**src/rtl/lcd_cmd_issuer_if.sv**
```systemverilog
// Command handshake bundle between the host-side command source, the issuer
// and the image display controller.
interface lcd_cmd_issuer_if;
  localparam int unsigned CMD_W = 4;

  // Host push side
  logic [CMD_W-1:0] in_cmd;
  logic             in_valid;
  logic             in_ready;

  // Controller side
  logic             busy;
  logic             done;
  logic [CMD_W-1:0] cmd;
  logic             cmd_valid;

  // Issuer view: consumes host pushes and controller status, drives commands.
  modport master (
    input  in_cmd,
    input  in_valid,
    output in_ready,
    input  busy,
    input  done,
    output cmd,
    output cmd_valid
  );

  // Environment view: host plus controller.
  modport slave (
    output in_cmd,
    output in_valid,
    input  in_ready,
    output busy,
    output done,
    input  cmd,
    input  cmd_valid
  );
endinterface

```
**src/rtl/lcd_cmd_issuer.sv**
```systemverilog
// Buffers host commands in a FIFO and issues them one at a time to the display
// controller, pacing on busy and locking after a Write. Option: CMD_FILTER_EN.
module lcd_cmd_issuer #(
  parameter int unsigned DEPTH = 8,
  parameter int unsigned AW    = 3
) (
  input  logic              clk,
  input  logic              reset,
  lcd_cmd_issuer_if.master  bus,
  output logic [AW:0]       fifo_level,
  output logic [7:0]        issued_cnt,
  output logic              seq_done,
  output logic [3:0]        err_cnt
);

  localparam int unsigned LW = AW + 1;
  localparam int unsigned CW = 4;
  localparam int unsigned IW = 8;
  localparam logic [CW-1:0] CMD_WRITE  = CW'(0);
  localparam logic [IW-1:0] ISSUED_MAX = IW'(255);

  typedef enum logic [2:0] {
    IDLE,
    WAIT_HI,
    WAIT_LO,
    WAIT_DONE,
    FIN
  } state_e;

  logic [CW-1:0] mem_q [DEPTH];
  logic [CW-1:0] mem_d [DEPTH];
  logic [AW-1:0] wr_ptr_q, wr_ptr_d;
  logic [AW-1:0] rd_ptr_q, rd_ptr_d;
  logic [LW-1:0] level_q, level_d;

  state_e        state_q, state_d;
  logic [CW-1:0] cmd_q, cmd_d;
  logic          cmd_valid_q, cmd_valid_d;
  logic          lock_q, lock_d;
  logic          seq_done_q, seq_done_d;
  logic [IW-1:0] issued_q, issued_d;

  logic          full;
  logic          empty;
  logic          push;
  logic          pop;
  logic          illegal;
  logic [CW-1:0] head;

  assign full  = (level_q == LW'(DEPTH));
  assign empty = (level_q == LW'(0));
  assign head  = mem_q[rd_ptr_q];

  // Readiness ignores a same-cycle pop so a full FIFO never accepts.
  assign bus.in_ready = !full && !lock_q;
  assign push         = bus.in_valid && !full && !lock_q;

`ifdef CMD_FILTER_EN
  localparam logic [CW-1:0] CMD_ILLEGAL_MIN = CW'(12);
  localparam logic [3:0]    ERR_MAX         = 4'hF;

  logic [3:0] err_q, err_d;

  assign illegal = (head >= CMD_ILLEGAL_MIN);

  // Count discarded codes; the discard itself is the FSM's pop.
  always_comb begin
    err_d = err_q;
    if (pop && illegal && (err_q != ERR_MAX)) begin
      err_d = err_q + 4'd1;
    end
  end

  always_ff @(posedge clk or posedge reset) begin
    if (reset) begin
      err_q <= 4'd0;
    end else begin
      err_q <= err_d;
    end
  end

  assign err_cnt = err_q;
`else
  assign illegal = 1'b0;
  assign err_cnt = 4'd0;
`endif

  // FIFO pointer and occupancy update
  always_comb begin
    mem_d    = mem_q;
    wr_ptr_d = wr_ptr_q;
    rd_ptr_d = rd_ptr_q;
    if (push) begin
      mem_d[wr_ptr_q] = bus.in_cmd;
      wr_ptr_d        = wr_ptr_q + AW'(1);
    end
    if (pop) begin
      rd_ptr_d = rd_ptr_q + AW'(1);
    end
    level_d = level_q + LW'(push) - LW'(pop);
  end

  // Issue sequencing
  always_comb begin
    state_d     = state_q;
    cmd_d       = cmd_q;
    cmd_valid_d = 1'b0;
    lock_d      = lock_q;
    seq_done_d  = seq_done_q;
    issued_d    = issued_q;
    pop         = 1'b0;

    case (state_q)
      IDLE: begin
        if (!empty && !bus.busy) begin
          pop = 1'b1;
          if (!illegal) begin
            cmd_d       = head;
            cmd_valid_d = 1'b1;
            if (issued_q != ISSUED_MAX) begin
              issued_d = issued_q + IW'(1);
            end
            if (head == CMD_WRITE) begin
              lock_d = 1'b1;
            end
            state_d = WAIT_HI;
          end
        end
      end
      WAIT_HI: begin
        // cmd_q still holds the command just issued.
        if (bus.busy) begin
          state_d = (cmd_q == CMD_WRITE) ? WAIT_DONE : WAIT_LO;
        end
      end
      WAIT_LO: begin
        if (!bus.busy) begin
          state_d = IDLE;
        end
      end
      WAIT_DONE: begin
        if (bus.done) begin
          seq_done_d = 1'b1;
          state_d    = FIN;
        end
      end
      FIN: begin
        state_d = FIN;
      end
      default: begin
        state_d = IDLE;
      end
    endcase
  end

  always_ff @(posedge clk or posedge reset) begin
    if (reset) begin
      mem_q       <= '{default: '0};
      wr_ptr_q    <= '0;
      rd_ptr_q    <= '0;
      level_q     <= '0;
      state_q     <= IDLE;
      cmd_q       <= '0;
      cmd_valid_q <= 1'b0;
      lock_q      <= 1'b0;
      seq_done_q  <= 1'b0;
      issued_q    <= '0;
    end else begin
      mem_q       <= mem_d;
      wr_ptr_q    <= wr_ptr_d;
      rd_ptr_q    <= rd_ptr_d;
      level_q     <= level_d;
      state_q     <= state_d;
      cmd_q       <= cmd_d;
      cmd_valid_q <= cmd_valid_d;
      lock_q      <= lock_d;
      seq_done_q  <= seq_done_d;
      issued_q    <= issued_d;
    end
  end

  assign bus.cmd       = cmd_q;
  assign bus.cmd_valid = cmd_valid_q;
  assign fifo_level    = level_q;
  assign issued_cnt    = issued_q;
  assign seq_done      = seq_done_q;

endmodule

```
**src/flat_wrapper.sv**
```systemverilog
// flat-port wrapper written by rule: the top's interface ports become plain ports
module lcd_cmd_issuer_flat 
#(
  parameter int unsigned DEPTH = 8,
  parameter int unsigned AW    = 3
)
  (clk, reset, fifo_level, issued_cnt, seq_done, err_cnt, bus_in_cmd, bus_in_valid, bus_in_ready, bus_busy, bus_done, bus_cmd, bus_cmd_valid);
  lcd_cmd_issuer_if bus_i ();
  input  logic clk;
  input  logic reset;
  output logic [AW:0] fifo_level;
  output logic [7:0] issued_cnt;
  output logic seq_done;
  output logic [3:0] err_cnt;
  input wire logic [$bits(bus_i.in_cmd)-1:0] bus_in_cmd;
  input wire logic [$bits(bus_i.in_valid)-1:0] bus_in_valid;
  output wire logic [$bits(bus_i.in_ready)-1:0] bus_in_ready;
  input wire logic [$bits(bus_i.busy)-1:0] bus_busy;
  input wire logic [$bits(bus_i.done)-1:0] bus_done;
  output wire logic [$bits(bus_i.cmd)-1:0] bus_cmd;
  output wire logic [$bits(bus_i.cmd_valid)-1:0] bus_cmd_valid;
  assign bus_i.in_cmd = bus_in_cmd;
  assign bus_i.in_valid = bus_in_valid;
  assign bus_in_ready = bus_i.in_ready;
  assign bus_i.busy = bus_busy;
  assign bus_i.done = bus_done;
  assign bus_cmd = bus_i.cmd;
  assign bus_cmd_valid = bus_i.cmd_valid;
  lcd_cmd_issuer #(.DEPTH(DEPTH), .AW(AW)) u_core (.clk(clk), .reset(reset), .bus(bus_i), .fifo_level(fifo_level), .issued_cnt(issued_cnt), .seq_done(seq_done), .err_cnt(err_cnt));
endmodule
```
**config.mk**
```make
export PLATFORM = sky130hd
export DESIGN_NAME = lcd_cmd_issuer_flat
export DESIGN_NICKNAME = d
export VERILOG_FILES = /design/src/rtl/lcd_cmd_issuer_if.sv /design/src/rtl/lcd_cmd_issuer.sv /design/src/flat_wrapper.sv
export SDC_FILE = /design/constraint.sdc
export NUM_CORES = 1
export LEC_CHECK = 0
export ABC_AREA = 1
export BUFFER_PORTS_ARGS = -buffer_cell sky130_fd_sc_hd__clkbuf_2
export CORE_ASPECT_RATIO = 0.7
export CORE_MARGIN = 2
export CORE_UTILIZATION = 25
export DETAILED_ROUTE_END_ITERATION = 8
export GPL_ROUTABILITY_DRIVEN = 0
export PLACE_DENSITY = 0.49
export SLEW_MARGIN = 10
export SYNTH_ARGS = -nofsm -noshare
export SYNTH_HDL_FRONTEND = slang
export SYNTH_SLANG_ARGS = --single-unit
```
**constraint.sdc**
```tcl
create_clock -name clk -period 2 [get_ports clk]
set_input_delay 0.2 -clock clk [delete_from_list [all_inputs] [get_ports clk]]
set_output_delay 0.2 -clock clk [all_outputs]
set_load 0.005 [all_outputs]
```
==> flow_metrics.py, run 1 <==
metrics = {
    "grt": {
        "overflow": 0,
        "antenna_found_initial": 0,
        "grt_max_degree": 31,
        "grt_pass1_vias": 2291,
        "grt_usage_pct": 11.6,
        "grt_pass1_wl_um": 11400,
    },
    "sta": {
        "period_share_pct": 95.6,
        "rsz0062_at_grt": "yes",
        "tns_ns": 0,
        "fin_crit_ns": 1.91,
        "slew_headroom_pct": 66.4,
        "fin_ws_ns": 0.0878,
        "finClkSkew_ns": 0.00400,
        "drv_slew": 0,
        "finalHoldViolCount": 0,
        "setup-violations-final": 0,
        "max_freq_mhz": 523,
        "tightest_slew_ns": 0.503,
    },
    "outcome": {
        "status": "finished, final reports clean",
    },
    "final_layout": {
        "stdcell_area_um2": 3690,
        "finalNetCount": 407,
        "fillCellCount": 1256,
        "finish.utilization_pct": 31.5,
        "syn_to_final_growth_pct": 22.2,
        "drive_gt1_share_pct": 19.7,
        "diodes": 0,
    },
    "min_path": {
        "min_path_cells": 3,
        "hold_start": "bus_done",
        "min_path_type": "input port to flop",
        "min_to": "u_core.seq_done",
    },
    "placement": {
        "portBuffers": 27,
        "dp_hpwl_um": 5040,
        "dpl_cell_area_um2": 3380,
        "dp_slack_ns": 0.0737,
    },
    "route": {
        "drt_first_pass_iters": 4,
        "drc": 0,
        "avgViaCountPerCell": 4.24,
        "ant_nets": 0,
        "drt_iter0_markers": 167,
        "avgRoutedWirePerCell_um": 12.1,
        "dr_total_vias": 2322,
        "drt-total-wl_um": 6610,
    },
    "clock_tree": {
        "cts_inserted_buffers": 9,
        "cts_tree": "done",
        "cts.clk_slew.worst_paths_ns": 0.05,
        "cts_root_buf": "clkbuf_16",
        "clk_latency_ns": 0.33,
        "h-tree-depth": 3,
        "clk_path_buf_depth": 2,
        "clock_sinks": 60,
    },
    "pwr": {
        "finalPower_uw": 2800,
        "p_leak_uw": 0.00183,
        "p_per_area_nw_per_um2": 758,
        "peakVddDrop_v": 0.000378,
    },
    "critical_path": {
        "r2r-start": "u_core.fifo_level[2]",
        "start_kind": "flop",
        "r2r_end": "u_core.fifo_level[2]",
        "rr_worst_depth": 10,
        "worstPathRequired_ns": 2.21,
        "rrSetupSlack_ns": 0.09,
        "path_max_fanout": 3,
        "cp.arrival_ns": 2.12,
        "path_class": "flop to flop",
        "end_kind": "flop",
    },
    "floorplan": {
        "die_height_um": 96.0,
        "io_pins": 32,
        "dieArea_um2": 13000,
        "rows": 33,
        "start_util_pct": 25.8,
        "die_x_um": 135,
        "core-area_um2": 11700,
    },
    "yosys": {
        "yosys.area.top_type": "dfrtp_1",
        "avgSynthCellArea_um2": 8.70,
        "synth_top_area_share_pct": 49.7,
        "ys_seq_area_share_pct": 49.7,
        "synth.distinct_cells": 32,
        "synth.area.top_cells": "dfrtp_1 50%, nand2_1 11%, inv_1 5.7%",
        "netlist_instances": 347,
        "synth_warnings": 0,
        "syn-cell-area_um2": 3020,
        "synth_seq_cells": 60,
    },
    "run": {
        "cap_violations": 0,
    },
}
[flip-flops by register name, indices dropped and copies added, names as in the netlist]
register and cells:
u_core.issued_cnt 8, u_core.wr_ptr_q 3, u_core.bus.cmd 4, u_core.rd_ptr_q 3
u_core.seq_done 1, u_core.mem_q 32, u_core.fifo_level 4, u_core.lock_q 1
u_core.bus.cmd_valid 1, u_core.state_q 3
[worst max path at each step]
stage | slack [ns] | to | depth (start not counted) | start
3_3_place_gp | 0.11 | u_core.fifo_level[2] | 10 | u_core.fifo_level[2]
5_1_grt | -0.007 | u_core.fifo_level[2] | 10 | u_core.fifo_level[2]
4_1_cts | 0.06 | u_core.fifo_level[2] | 10 | u_core.fifo_level[2]
3_5_place_dp | 0.07 | u_core.fifo_level[1] | 9 | u_core.fifo_level[2]
6_report | 0.09 | u_core.fifo_level[2] | 10 | u_core.fifo_level[2]
2_1_floorplan | 0.00005 | u_core.fifo_level[1] | 10 | u_core.fifo_level[2]
[synthesized netlist by cell type, drive strengths merged]
cell / count
a21oi: 2
a31oi: 3
buf: 9
conb: 1
dfrtp: 60
fa: 1
ha: 9
inv: 49
nand2: 100
nand3: 24
nand4: 2
nor2: 26
nor4: 1
o2111ai: 1
o211ai: 1
o21ai: 45
o31ai: 1
xnor2: 2
xor2: 10
[logic make-up after synthesis]
family	after synthesis	share of synthesized area, %
AND/OR/NAND/NOR	153	23.7
flip-flops	60	49.7
buffers and inverters	58	8.58
AO/OA/AOI/OAI	53	10.1
XOR/XNOR	12	3.48
adder cells (fa/ha/maj)	10	4.39
other	1	0.124
[power by group]
part           switching, uW  internal, uW
logic                   43.2          13.5
clock network            509          1010
registers                  0          1220
[layer usage]
| layer | vias to the layer above | share of wire (%) | track usage [%] |
|---|---|---|---|
| met3 | 9 | 6.5 | 3.58 |
| met4 | 0 | 1.6 | 4.51 |
| met1 | 1089 | 53 | 16.9 |
| li1 | 1170 | - | - |
| met5 | - | 0 | 0 |
| met2 | 54 | 39 | 15.8 |
[area by class of cell]
class                   instances  area [um2]  share of cell area, %
multi-input cells             232        1300                   35.1
clock inverters                 2        35.0                  0.949
flip-flops and latches         60        1500                   40.7
inverters                      49         186                   5.05
well taps                     157         196                   5.32
clock buffers                  12         256                   6.95
repair buffers                 36         218                   5.90
[placed cells by master (no fill, tap or decap), types with 2 or more instances in the layout]
master / instances
nand4_1: 2
nand3_1: 22
nor2_1: 20
xnor2_1: 2
o21ai_1: 26
nor2_8: 2
buf_4: 7
clkbuf_8: 2
nor2_4: 3
inv_1: 44
nand3_2: 2
nand2_4: 3
xor2_1: 10
a21oi_1: 2
a31oi_1: 2
nand2_1: 89
clkbuf_2: 27
o21ai_0: 18
ha_1: 7
nand2_2: 8
clkbuf_16: 9
conb_1: 4
inv_2: 4
dfrtp_1: 60
[worst max-delay path, cell delays in order, from the launching register on]
cell	delay (ns)
dfrtp_1	0.39
inv_2	0.08
ha_1	0.16
nand3_2	0.08
nand2_2	0.10
nor2_4	0.05
ha_4	0.25
inv_1	0.04
ha_2	0.18
fa_2	0.33
xor2_1	0.15
[through the flow]
stage	cells	hold WS, ns
6_report	548	0.172
5_1_grt	548	0.178
4_1_cts	547	0.157
3_5_place_dp	532	0.252
3_3_place_gp	532	0.257
2_1_floorplan	350	0.369
[timing repair]
action / in CTS / in global routing
resized for setup: 0 / 1
endpoints found under the hold margin: 20 / 0
setup buffers: 0 / 1
setup endpoints to repair: 0 / 2
hold buffers: 1 / 0
(Power assumes the default switching activity.)
==> run 2, diff against run 1 <==
CORE_ASPECT_RATIO = 1.2   (was 0.7)
CORE_UTILIZATION = 35   (was 25)
PLACE_DENSITY = 0.61   (was 0.49)
==> run 2 against run 1 <==
Critical path depth is the same. Maximum frequency up 1.1%. Routed wire length is 9.7% lower. Global-route usage up 2.8 points. Clock power fell by 20%. Critical endpoint unchanged. Non-clock buffer count down 3. Core utilization up 10 points.
==> flow_metrics.py, run 2 (synthesis results as in run 1) <==
metrics = {
    "critical_path": {
        "rr_worst_depth": 10,
        "r2r_end": "u_core.fifo_level[2]",
        "r2r-start": "u_core.fifo_level[3]",
        "rrSetupSlack_ns": 0.11,
        "path_class": "flop to flop",
        "cp.arrival_ns": 2.12,
        "end_kind": "flop",
        "path_max_fanout": 3,
        "start_kind": "flop",
        "worstPathRequired_ns": 2.23,
    },
    "final_layout": {
        "drive_gt1_share_pct": 19.2,
        "syn_to_final_growth_pct": 17.5,
        "diodes": 0,
        "stdcell_area_um2": 3550,
        "finalNetCount": 404,
        "largest_reg_flops": 32,
        "regMostFlops": "u_core.mem_q",
        "layout_common_cells": "89 x nand2_1, 60 x dfrtp_1, 44 x inv_1",
        "finish.utilization_pct": 41.9,
        "final_common_cell": "nand2_1",
    },
    "floorplan": {
        "core-area_um2": 8470,
        "rows": 37,
        "io_pins": 32,
        "die_x_um": 88.8,
        "dieArea_um2": 9390,
        "start_util_pct": 35.7,
        "die_height_um": 106,
    },
    "placement": {
        "portBuffers": 27,
        "dp_hpwl_um": 4200,
        "dpl_cell_area_um2": 3320,
    },
    "sta": {
        "rsz0062_at_grt": "no",
        "drv_slew": 0,
        "setup-violations-final": 0,
        "max_freq_mhz": 529,
        "finClkSkew_ns": 0.0111,
        "finalHoldViolCount": 0,
        "fin_crit_ns": 1.89,
        "tns_ns": 0,
        "period_share_pct": 94.5,
        "whs_ns": 0.154,
    },
    "clock_tree": {
        "clk_path_buf_depth": 2,
        "cts.clk_slew.worst_paths_ns": 0.07,
        "cts_resized": 0,
        "h-tree-depth": 3,
        "cts_inserted_buffers": 9,
        "cts_tree": "done",
        "cts-hold-fix-buffers": 1,
        "clk_latency_ns": 0.34,
        "cts_root_buf": "clkbuf_8",
        "clock_sinks": 60,
        "cts_setup_buffers": 0,
    },
    "route": {
        "drc": 0,
        "drt_iter0_markers": 197,
        "avgViaCountPerCell": 4.51,
        "drt_first_pass_iters": 5,
        "avgRoutedWirePerCell_um": 11.8,
        "drt-total-wl_um": 5970,
        "ant_nets": 0,
        "dr_total_vias": 2286,
    },
    "grt": {
        "antenna_found_initial": 0,
        "grt_pass1_wl_um": 10300,
        "grt_max_degree": 61,
        "grt_usage_pct": 14.3,
        "overflow": 0,
        "grt_pass1_vias": 2181,
    },
    "min_path": {
        "min_path_type": "input port to flop",
        "min_to": "u_core.seq_done",
        "min_path_cells": 3,
        "hold_start": "bus_done",
    },
    "pwr": {
        "peakVddDrop_v": 0.000491,
        "p_leak_uw": 0.00179,
        "p_per_area_nw_per_um2": 700,
    },
    "run": {
        "cap_violations": 0,
    },
    "outcome": {
        "status": "finished, final reports clean",
    },
}
-- run 2: cell count changes in the layout (fill, tap and decap cells not counted), sizes merged --
cell and delta:
clkinv +2, buf -3, bufinv +1, clkbuf -1
-- run 2: worst max path at each step --
stage                         startpoint                   end  depth (start not counted)
floorplan           u_core.fifo_level[2]  u_core.fifo_level[1]                         10
global placement    u_core.fifo_level[2]  u_core.fifo_level[2]                         10
detailed placement  u_core.fifo_level[2]  u_core.fifo_level[2]                         10
CTS                 u_core.fifo_level[2]  u_core.fifo_level[2]                         10
global route        u_core.fifo_level[2]  u_core.fifo_level[2]                         10
finish              u_core.fifo_level[3]  u_core.fifo_level[2]                         10
-- run 2: final cells by class --
class                           count  area, um2
Clock buffer                       11        141
Clock inverter                      5       75.1
Fill cell                         864       4920
Inverter                           49        186
Multi-Input combinational cell    232       1290
Sequential cell                    60       1500
Tap cell                          117        146
Timing Repair Buffer               33        208
-- run 2: stage by stage --
stage	power (uW)	setup slack, ns	instances
after floorplan	1270	0.0000480	350
after global placement	1290	0.123	490
after detailed placement	1290	0.105	490
after CTS	2510	0.0947	507
after global routing	2580	0.00121	507
final	2480	0.109	507
-- run 2: per-layer routing --
metal  vias to the layer above  track usage (%)  part of all wire, %
li1                       1167                -                    -
met1                      1072             19.8                   46
met2                        37             20.9                   48
met3                        10             4.31                  3.7
met4                         0             5.74                  2.2
met5                         -                0                    0
-- run 2: worst max-delay path, cell delays in order, from the launching register on --
cell and delay (ns):
dfrtp_1 0.41, inv_1 0.06, ha_1 0.13, nand3_1 0.08
nand2_2 0.10, nor2_4 0.05, ha_4 0.25, inv_1 0.03
ha_2 0.18, fa_2 0.34, xor2_1 0.14
-- run 2: report_power, final --
part	total (uW)	internal (uW)	switching [uW]	leakage, uW
registers	1210	1210	0	0.000781
logic	53.5	12.4	41.2	0.000892
clock network	1220	730	487	0.000113
==> run 3, diff against run 2 <==
ABC_AREA = not set   (was 1)
SLEW_MARGIN = 20   (was 10)
==> run 3 against run 2 <==
The flow now finishes with violations (negative setup slack). Area after synthesis decreased by 5.9%. Sequential share of layout area increased by 0.98 points. Largest cell class unchanged. Synthesized cell count decreased by 39%. Worst setup slack got worse by 0.13 ns. Maximum frequency decreased by 6.6%. Core utilization increased by 1.4 points. Routed wire length decreased by 7.2%. Total power increased by 120%. Hold slack improved by 0.023 ns. Non-clock buffer count increased by 13. Cell count decreased by 29%. Design area decreased by 2.3%.
==> flow_metrics.py, run 3 <==
metrics = {
    "critical_path": {
        "start_kind": "flop",
        "path_max_fanout": 2,
        "rrSetupSlack_ns": -0.02,
        "crit_family": "adder cells",
        "crit_chain": "or3_1 -> a211o_4 -> inv_4 -> ha_4 -> inv_4 -> ha_4 -> fa_2",
        "end_kind": "flop",
        "r2r_end": "u_core.fifo_level[1]",
        "cp_slowest_cell": "fa_2",
        "worstPathRequired_ns": 2.21,
        "cp.arrival_ns": 2.23,
        "r2r-start": "u_core.state_q[2]",
        "path_class": "flop to flop",
        "max_stage_delay_ns": 0.43,
        "critPathBufInv": 2,
        "rr_worst_depth": 7,
    },
    "min_path": {
        "min_path_type": "input port to flop",
        "hold_start": "bus_done",
        "min_to": "u_core.seq_done",
        "min_path_cells": 3,
    },
    "sta": {
        "max_freq_mhz": 494,
        "finalHoldViolCount": 0,
        "fin_crit_ns": 2.02,
        "whs_ns": 0.177,
        "finClkSkew_ns": 0.00903,
        "fin_ws_ns": -0.0244,
        "rsz0062_at_grt": "yes",
        "drv_slew": 0,
        "setup-violations-final": 2,
        "period_share_pct": 101,
    },
    "pwr": {
        "p_per_area_nw_per_um2": 1560,
        "p_leak_uw": 0.00160,
        "peakVddDrop_v": 0.000430,
    },
    "clock_tree": {
        "cts_inserted_buffers": 9,
        "cts.clk_slew.worst_paths_ns": 0.07,
        "clk_path_buf_depth": 2,
        "cts_root_buf": "clkbuf_8",
        "cts_tree": "done",
        "h-tree-depth": 3,
        "clk_latency_ns": 0.33,
        "clock_sinks": 60,
    },
    "yosys": {
        "synth.most_common_cell": "dfrtp_1",
        "synth_compound_area_share_pct": 4.36,
        "netlist_instances": 213,
        "ys_seq_area_share_pct": 52.8,
        "synth_warnings": 0,
        "synth_top_family_by_area": "multiplexers",
        "synth_top_area_share_pct": 52.8,
        "synthTopCellsByCount": "60 x dfrtp_1, 34 x mux2_2, 13 x nand2_1",
        "synth.area.top_cells": "dfrtp_1 53%, mux2_2 13%, mux4_2 5.5%",
        "synthFlopType": "dfrtp_1",
        "syn-cell-area_um2": 2840,
        "yosys.area.top_type": "dfrtp_1",
        "ys_async_sr_fraction_pct": 100,
        "synth_seq_cells": 60,
        "synth_xor_area_share_pct": 4.01,
        "avgSynthCellArea_um2": 13.3,
        "synthMuxAreaShare_pct": 20.8,
        "synthSimpleGateAreaFrac_pct": 9.73,
        "synth_fa_ha_area_share_pct": 4.67,
        "synth.distinct_cells": 39,
        "synth-edff-count": 0,
    },
    "floorplan": {
        "io_pins": 32,
        "dieArea_um2": 8860,
        "start_util_pct": 35.5,
        "die_x_um": 86.3,
        "die_height_um": 103,
        "core-area_um2": 8020,
        "rows": 36,
    },
    "final_layout": {
        "diodes": 0,
        "syn_to_final_growth_pct": 22.1,
        "regMostFlops": "u_core.mem_q",
        "final_common_cell": "dfrtp_1",
        "fillCellCount": 754,
        "drive_gt1_share_pct": 44.2,
        "finalNetCount": 281,
        "stdcell_area_um2": 3470,
        "layout_common_cells": "60 x dfrtp_1, 34 x mux2_2, 27 x clkbuf_2",
        "instances_no_fill": 362,
        "largest_reg_flops": 32,
    },
    "outcome": {
        "status": "complete, but fails checks",
        "violations": "negative setup slack",
    },
    "grt": {
        "grt_pass1_vias": 1807,
        "overflow": 0,
        "grt_pass1_wl_um": 9200,
        "grt_max_degree": 61,
        "antenna_found_initial": 0,
        "grt_usage_pct": 13.9,
    },
    "route": {
        "drt_iter0_markers": 59,
        "avgRoutedWirePerCell_um": 15.3,
        "ant_nets": 0,
        "drt_first_pass_iters": 4,
        "drc": 0,
        "dr_total_vias": 1784,
        "drt-total-wl_um": 5540,
        "avgViaCountPerCell": 4.93,
    },
    "run": {
        "cap_violations": 0,
    },
    "placement": {
        "dpl_cell_area_um2": 3200,
        "portBuffers": 27,
        "dp.cells": 342,
        "dp_hpwl_um": 3870,
    },
}
## run 3: changes by cell type after synthesis, sizes merged, moves of 5 or more
cell   previous run  this run
nand2           100        13
o21ai            45         3
inv              49         9
mux2              0        34
nand3            24         4
nor2             26         8
mux4              0         7
mux2i             0         5
## run 3: area by class of cell
cell class | instances | area (um2) | share of cell area (%)
flip-flops and latches | 60 | 1500 | 43.3
multi-input cells | 136 | 1300 | 37.5
repair buffers | 46 | 293 | 8.44
clock buffers | 11 | 141 | 4.08
well taps | 95 | 119 | 3.43
clock inverters | 5 | 75.1 | 2.16
inverters | 9 | 38.8 | 1.12
## run 3: worst reg2reg max path: cells and delay by family, from the launching register on
family          cells  cell delay [ns]
buf+inv             2             0.11
simple gates        1             0.38
flops               1             0.37
fa+ha+maj           3             0.75
compound gates      1             0.29
## run 3: logic make-up after synthesis
family,Yosys count
xor+xnor,13
mux,46
buf+inv,20
simple gates,47
flops,60
other cells,1
compound gates,16
fa+ha+maj,10
## run 3: repair_timing
| item | in CTS | in global routing |
|---|---|---|
| gates resized for setup | 2 | 4 |
| buffers inserted | 0 | 3 |
| hold endpoints to repair | 60 | 0 |
| setup endpoints to repair | 3 | 24 |
| hold buffers | 1 | 0 |
| pin swaps | 0 | 1 |
## run 3: how the worst max path moves through the flow
stage          cells after the start  slack, ns               from              endpoint
2_1_floorplan                      7      -0.12  u_core.state_q[0]  u_core.fifo_level[1]
3_3_place_gp                       7      -0.02  u_core.state_q[0]  u_core.fifo_level[1]
3_5_place_dp                       7      -0.04  u_core.state_q[0]  u_core.fifo_level[1]
4_1_cts                            7      -0.04  u_core.state_q[0]  u_core.fifo_level[1]
5_1_grt                            7      -0.07  u_core.state_q[2]  u_core.fifo_level[1]
6_report                           7      -0.02  u_core.state_q[2]  u_core.fifo_level[1]
## run 3: routing by layer
layer  track usage (%)  vias to the layer above  wire length [um]
li1                  -                      853                 -
met1              18.3                      896              2590
met2              22.1                       29              2750
met3              3.12                        6               162
met4              6.49                        0                35
met5                 0                        -                 0
## run 3: stage by stage
stage	util [%]	setup slack, ns	TNS [ns]	power [uW]
after floorplan	-	-0.121	-0.310	3550
after detailed placement	39.9	-0.0371	-0.0482	4230
after CTS	42.9	-0.0366	-0.0439	5480
final	43.3	-0.0244	-0.0316	5420
after global placement	39.9	-0.0170	-0.0170	4160
after global routing	43.3	-0.0718	-0.126	5840
## run 3: power by group
group	internal [uW]	switching, uW
Sequential	1770	439
Combinational	1160	852
Clock	730	471
Total	3660	1760
